==> src/rtl/cordic_ctrl.sv <==
// Sequencing controller for an iterative CORDIC core: accepts one operand,
// steps the core through N micro-rotations plus two result loads, then holds the result.
module cordic_ctrl #(
  parameter  int B  = 14,
  parameter  int N  = 7,
  localparam int CW = $clog2(N)
) (
  input  logic          clk,
  input  logic          rst,
  input  logic          in_valid,
  output logic          in_ready,
  output logic          out_valid,
  input  logic          out_ready,
  output logic          busy,
  output logic [8:1]    c,
  output logic [CW-1:0] cnt
);

  if (N < 2 || B < 1) begin : g_bad_params
    $fatal(1, "cordic_ctrl: N must be >= 2 and B >= 1");
  end

  typedef enum logic [2:0] {
    IDLE  = 3'd0,
    ITER  = 3'd1,
    FIN_X = 3'd2,
    FIN_Y = 3'd3,
    DONE  = 3'd4
  } state_t;

  localparam logic [CW-1:0] LAST_ITER = CW'(N - 2);
  localparam logic [CW-1:0] CNT_MAX   = CW'(N - 1);

  state_t        state_q, state_d;
  logic [CW-1:0] cnt_q, cnt_d;

  // Next-state and iteration counter; the counter stops at N-1 so it never wraps.
  always_comb begin
    state_d = state_q;
    cnt_d   = cnt_q;
    case (state_q)
      IDLE: begin
        cnt_d = CW'(0);
        if (in_valid) begin
          state_d = ITER;
        end else begin
          state_d = IDLE;
        end
      end
      ITER: begin
        if (cnt_q == LAST_ITER) begin
          state_d = FIN_X;
          cnt_d   = CNT_MAX;
        end else begin
          cnt_d   = cnt_q + CW'(1);
        end
      end
      FIN_X: begin
        state_d = FIN_Y;
      end
      FIN_Y: begin
        state_d = DONE;
        cnt_d   = CW'(0);
      end
      DONE: begin
        if (out_ready) begin
          state_d = IDLE;
        end else begin
          state_d = DONE;
        end
      end
      default: begin
        state_d = IDLE;
        cnt_d   = CW'(0);
      end
    endcase
  end

  // State and counter registers.
  always_ff @(posedge clk or negedge rst) begin
    if (!rst) begin
      state_q <= IDLE;
      cnt_q   <= CW'(0);
    end else begin
      state_q <= state_d;
      cnt_q   <= cnt_d;
    end
  end

  // Output decode; the IDLE load strobes are gated by rst so reset forces c to zero.
  always_comb begin
    in_ready  = 1'b0;
    out_valid = 1'b0;
    busy      = 1'b1;
    c         = 8'h00;
    cnt       = CW'(0);
    case (state_q)
      IDLE: begin
        in_ready = 1'b1;
        busy     = 1'b0;
        c[1]     = in_valid & rst;
        c[2]     = in_valid & rst;
        c[8]     = in_valid & rst;
      end
      ITER: begin
        cnt  = cnt_q;
        c[2] = 1'b1;
      end
      FIN_X: begin
        cnt  = CNT_MAX;
        c[6] = 1'b1;
      end
      FIN_Y: begin
        cnt  = CNT_MAX;
        c[5] = 1'b1;
        c[7] = 1'b1;
      end
      DONE: begin
        out_valid = 1'b1;
      end
      default: begin
        busy = 1'b0;
      end
    endcase
  end

endmodule
==> config.mk <==
export PLATFORM = sky130hd
export DESIGN_NAME = cordic_ctrl
export DESIGN_NICKNAME = d
export VERILOG_FILES = /design/src/rtl/cordic_ctrl.sv
export SDC_FILE = /design/constraint.sdc
export NUM_CORES = 1
export LEC_CHECK = 0
export ABC_AREA = 1
export CAP_MARGIN = 20
export CORE_AREA = 2 2 39 41
export CTS_BUF_LIST = sky130_fd_sc_hd__clkbuf_8
export DETAILED_ROUTE_END_ITERATION = 8
export DIE_AREA = 0 0 41 43
export SLEW_MARGIN = 0
export SYNTH_ARGS = -nofsm -noshare
export SYNTH_HDL_FRONTEND = slang
export SYNTH_SLANG_ARGS = --single-unit
==> constraint.sdc <==
create_clock -name clk -period 1.6 [get_ports clk]
set_input_delay 0.32 -clock clk [delete_from_list [all_inputs] [get_ports clk]]
set_output_delay 0.32 -clock clk [all_outputs]
set_load 0.02 [all_outputs]
* Yosys cells after proc, flatten, opt, wreduce, memory -nomap -nowiden
Cells that the tools add are included.
** Storage, ports and cells
- Input bits :: 4
- Word-level logic and storage cells :: 28
- Output and inout bits :: 14
- Flip-flop bits (word level) :: 6
** Operators by class
- Equality and inequality tests :: 6
- Bitwise logic cells :: 1
- Multiplexer cells :: 14
- $add $sub $neg :: 1
- Reduce and logical (&&, ||, !) cells :: 4
** Operators with widths (number)
- $pmux W3 S5 :: 1
- $pmux W3 S2 :: 2
- $mux W3 :: 3
- $mux W1 :: 7
- $eq A3 B2 Y1 const B :: 2
- $eq A3 B3 Y1 const B :: 2
- $reduce_or A2 Y1 :: 2
- $reduce_or A4 Y1 :: 1
- $add A3 B1 Y3 const B :: 1
- $eq A3 B1 Y1 const B :: 1
- $logic_not A3 Y1 :: 1
- $ne A2 B2 Y1 const B :: 1
- $pmux W1 S2 :: 1
- $and A1 B1 Y1 :: 1

* Logic depth before layout (Yosys ltp)
- Depth in word-level cells :: 3
- Gate-level depth with buffers :: 6
- Gate-level depth less buffers :: 6

* Least setup slack after synthesis
OpenSTA, ideal clock, no wires.
- Kind :: reg-to-output
- Start point :: register state_q[1]
- End point :: output c[8] in the netlist's numbering
- Setup slack :: 0.020 ns
- Required time :: 1.280 ns
- Data arrival time :: 1.260 ns
- Stages on the path, launching flop included :: 5
- Path buffers :: 1
- Cells stage by stage :: dfrtp_1 > nor2_2 > nand3_1 > nor2_1 > buf_4
** On the way
- Word-level cells in the longest chain between the ends :: 2
** RTL lines
- start, declared :: line 34 : state_t state_q, state_d;
- start signal, assigned :: line 85 : state_q <= state_d;
- $logic_not A3 Y1
- $mux W1
- end, declared :: line 15 : output logic [8:1] c,
No other way between the ends.

* Final worst setup path
- Start point :: input in_valid
- End point :: output c[2] in the netlist's numbering
** On the way
- Word-level cells in the longest chain between the ends :: 2
** RTL lines
- start, declared :: line 10 : input logic in_valid,
- $and A1 B1 Y1 :: line 102 : c[2] = in_valid & rst;
- $pmux W1 S2 :: line 97 : case (state_q)
No other way between the ends.

==> summary.md <==
| Metric | Value |
|---|---|
| Run status | complete, no violations |
| Worst Setup Start Kind | primary input |
| Tmin final | 1.52 ns |
| Initial antenna violation count | 0 |
| Post-synth EDFFs | 0 |
| RSZ-0062 raised after global routing | false |
| Clock Tree Buf Depth | 2 |
| Synthesized flop and latch total | 6 |
| Clock transition at path regs | 0.04 ns |
| Syn-to-layout area delta | 52.2% |
| Worst-case reg-to-reg path depth | 7 |
| Final nets | 100 |
| Post-synthesis sequential area ratio | 35.2% |
| Tcrit/Tclk final | a little over nine tenths |
| R2R Path End | cnt_q[0] |
| CP endpoint kind | output pin |
| Port Buffer Count | 15 |
| CTS tree | built |
| Filler Cells Inserted | 151 |
| Ys Warns | 0 |
| Synth async-reset ratio | 100% |
| Post-CTS Hold Buffers | 0 |
| Synth Cell Area | between 400 and 500 um^2 |
| Worst Setup EP | c[2] |
| Drt total wl | 954 um |
| Kind of critical path | primary input to output pin |
| Clk sink count | 6 |
| Largest cells by area after synthesis | dfrtp_1 (35%), nand2_1 (16%), inv_1 (11%) |
| Worst Hold Class | primary input to asynchronous set/reset pin |
| Synth area leader | dfrtp_1 |
| CTS root buffer | clkbuf_8 |
| Setup TNS | 0 ns |
| VDD IR-drop max | 911 uV |
| Final worst slack | slightly below 0.08 ns |
| CP required | between 1 and 1.5 ns |
| Row count | 14 |
| Distinct cell type count after synthesis | 15 |
| Hold Fails Final Rpt | 0 |
| Final Max Slew Viols | 0 |
| Max incr delay on CP | 0.45 ns |
| Worst clock skew | ~0.0029 ns |
| Crit path max fanout | 3 |
| Count leader, synth | nand2_1 |
| PwrDens | about 2000 nW/um^2 |
| Clock Latency Late Sink | 0.22 ns |
| Worst path slowest cell | clkdlybuf4s50_1 |
| Worst flop-to-flop path startpoint | state_q[1] |
| R2r setup slk | 0.50 ns |
| Static leakage | 0.406 nW |
| Final setup fails | 0 |
| Top cell type's share of synthesized area | 35.2% |
| Drt drc | 0 |
| Family with the most delay on the worst path | buffers and inverters |
| Core box area | ~1400 um^2 |
| Synth Flop Type | dfrtp_1 |
| Gate Count Post-Synth | 65 |
| Routability-driven placement congestion ratio | approximately 0.72 |
| Fmax | 657 MHz |
| Remaining global-route overflow | 0 |
| Crit path from | in_valid |
| WP data arrival | approximately 1.2 ns |
| Starting Density | 30.8% |
| Number of max-cap violations | 0 |
| Avg Cell Area, Syn | ~6.6 um^2 |
| First-pass GRT wire length | ~1700 um |
| I/O pin count | 18 |
| DRT antenna net count | 0 |
| Chip height | roughly 43 um |
| Drt pass-1 iters | 3 |
| DR iter-0 viols | 10 |
| Via count | 456 |
| Avg WL per Cell | 8.83 um |
| Vias in the first global route | 426 |
| Levels on crit path | 4 |
| Die width | roughly 41 um |
| Post-Place Setup Slack | -0.375 ns |
| Via density | 4.22 |
| Layout cells sized above 1 | 37.0% |
| Die ar. | about 1800 um^2 |
| Crit path buf inv count | 2 |
| Cell Chain, Critical Path | clkdlybuf4s50_1 -> nand3_1 -> o21ai_1 -> buf_2 |
| Ant. Diodes | 0 |
| HPWL after DPL | 794 um |
| CTS buffer count | 3 |
| Largest net degree at the start of global routing | 7 |
| Gr usage total | 15.0% |
| Depth of the CTS H-tree | 1 |
| Post-synth top cells | nand2_1 (18), inv_1 (12), nor2_1 (8) |
-- worst register-to-register path: stages (launching register included) --
cell and delay (ns):
dfrtp_1 0.39, nor2_2 0.13, buf_4 0.13, nand2_2 0.05
buf_4 0.14, nand2_2 0.08, nand2_1 0.06, nand2_1 0.06
-- report_power, final --
| part | switching [mW] | total (mW) | internal (mW) |
|---|---|---|---|
| sequential | 0.0469 | 0.252 | 0.205 |
| clock | 0.0611 | 0.222 | 0.161 |
| combinational | 0.491 | 0.835 | 0.344 |
-- routing by layer --
metal  vias up  track usage, %  share of wire [%]  wire length (um)
met5         -               0                  0                 0
met4         0            8.00                1.8                17
met3         2            6.28                6.1                58
met2         9            21.6                 47               451
met1       201            18.3                 45               426
li1        244               -                  -                 -
-- how the worst min path moves through the flow --
stage / startpoint / endpoint / slack [ns] / depth (start not counted)
2_1_floorplan: rst / cnt_q[0] / 0.02 / 0
3_3_place_gp: cnt_q[1] / cnt_q[1] / 0.49 / 2
3_5_place_dp: cnt_q[1] / cnt_q[1] / 0.50 / 2
4_1_cts: rst / state_q[0] / 0.40 / 2
5_1_grt: rst / state_q[1] / 0.42 / 2
6_report: rst / state_q[0] / 0.40 / 2
-- metrics by stage --
stage | cells | hold WS, ns | utilization (%) | power [mW] | area [um^2]
after global routing | 108 | 0.419 | 46.9 | 1.43 | 649
final | 108 | 0.400 | 46.9 | 1.31 | 649
after detailed placement | 105 | 0.498 | 47.7 | 1.21 | 661
after floorplan | 66 | 0.0244 | - | 0.745 | 430
after global placement | 105 | 0.489 | 47.7 | 1.20 | 661
after CTS | 108 | 0.403 | 49.8 | 1.37 | 689
-- layout make-up --
cell class	instances	area [um^2]	area share [%]
multi-input cells	43	209	32.2
clock buffers	3	41.3	6.36
inverters	13	48.8	7.51
well taps	16	20.0	3.08
repair buffers	27	180	27.7
flip-flops and latches	6	150	23.1
-- cell families after synthesis --
kind of cell	synth area share [%]
and+or+nand+nor	34.6
buffers and inverters	18.5
DFF	35.2
AOI/OAI and AO/OA	4.99
adders and majority gates	5.86
other	0.879
-- sequential cells by signal, indices dropped and copies added, names as in the netlist --
signal and cells:
cnt_q 3, state_q 3
-- repair_timing --
| item | in CTS | in global routing |
|---|---|---|
| buffers inserted | 0 | 0 |
| gates resized for setup | 30 | 16 |
| endpoints found under the setup margin | 12 | 11 |
| hold endpoints to repair | 0 | 0 |
-- cell usage in the layout (no fill, tap or decap), types with 3 or more instances in the layout --
master and instances:
nor2_1 6, clkbuf_2 7, inv_1 12, nand2_1 17, nand3_1 5, dfrtp_1 6
clkbuf_8 3, nor2_2 3, nand2_2 3, clkdlybuf4s50_1 3, buf_2 5, buf_4 12
No activity file was read; power rests on OpenSTA's default activity.
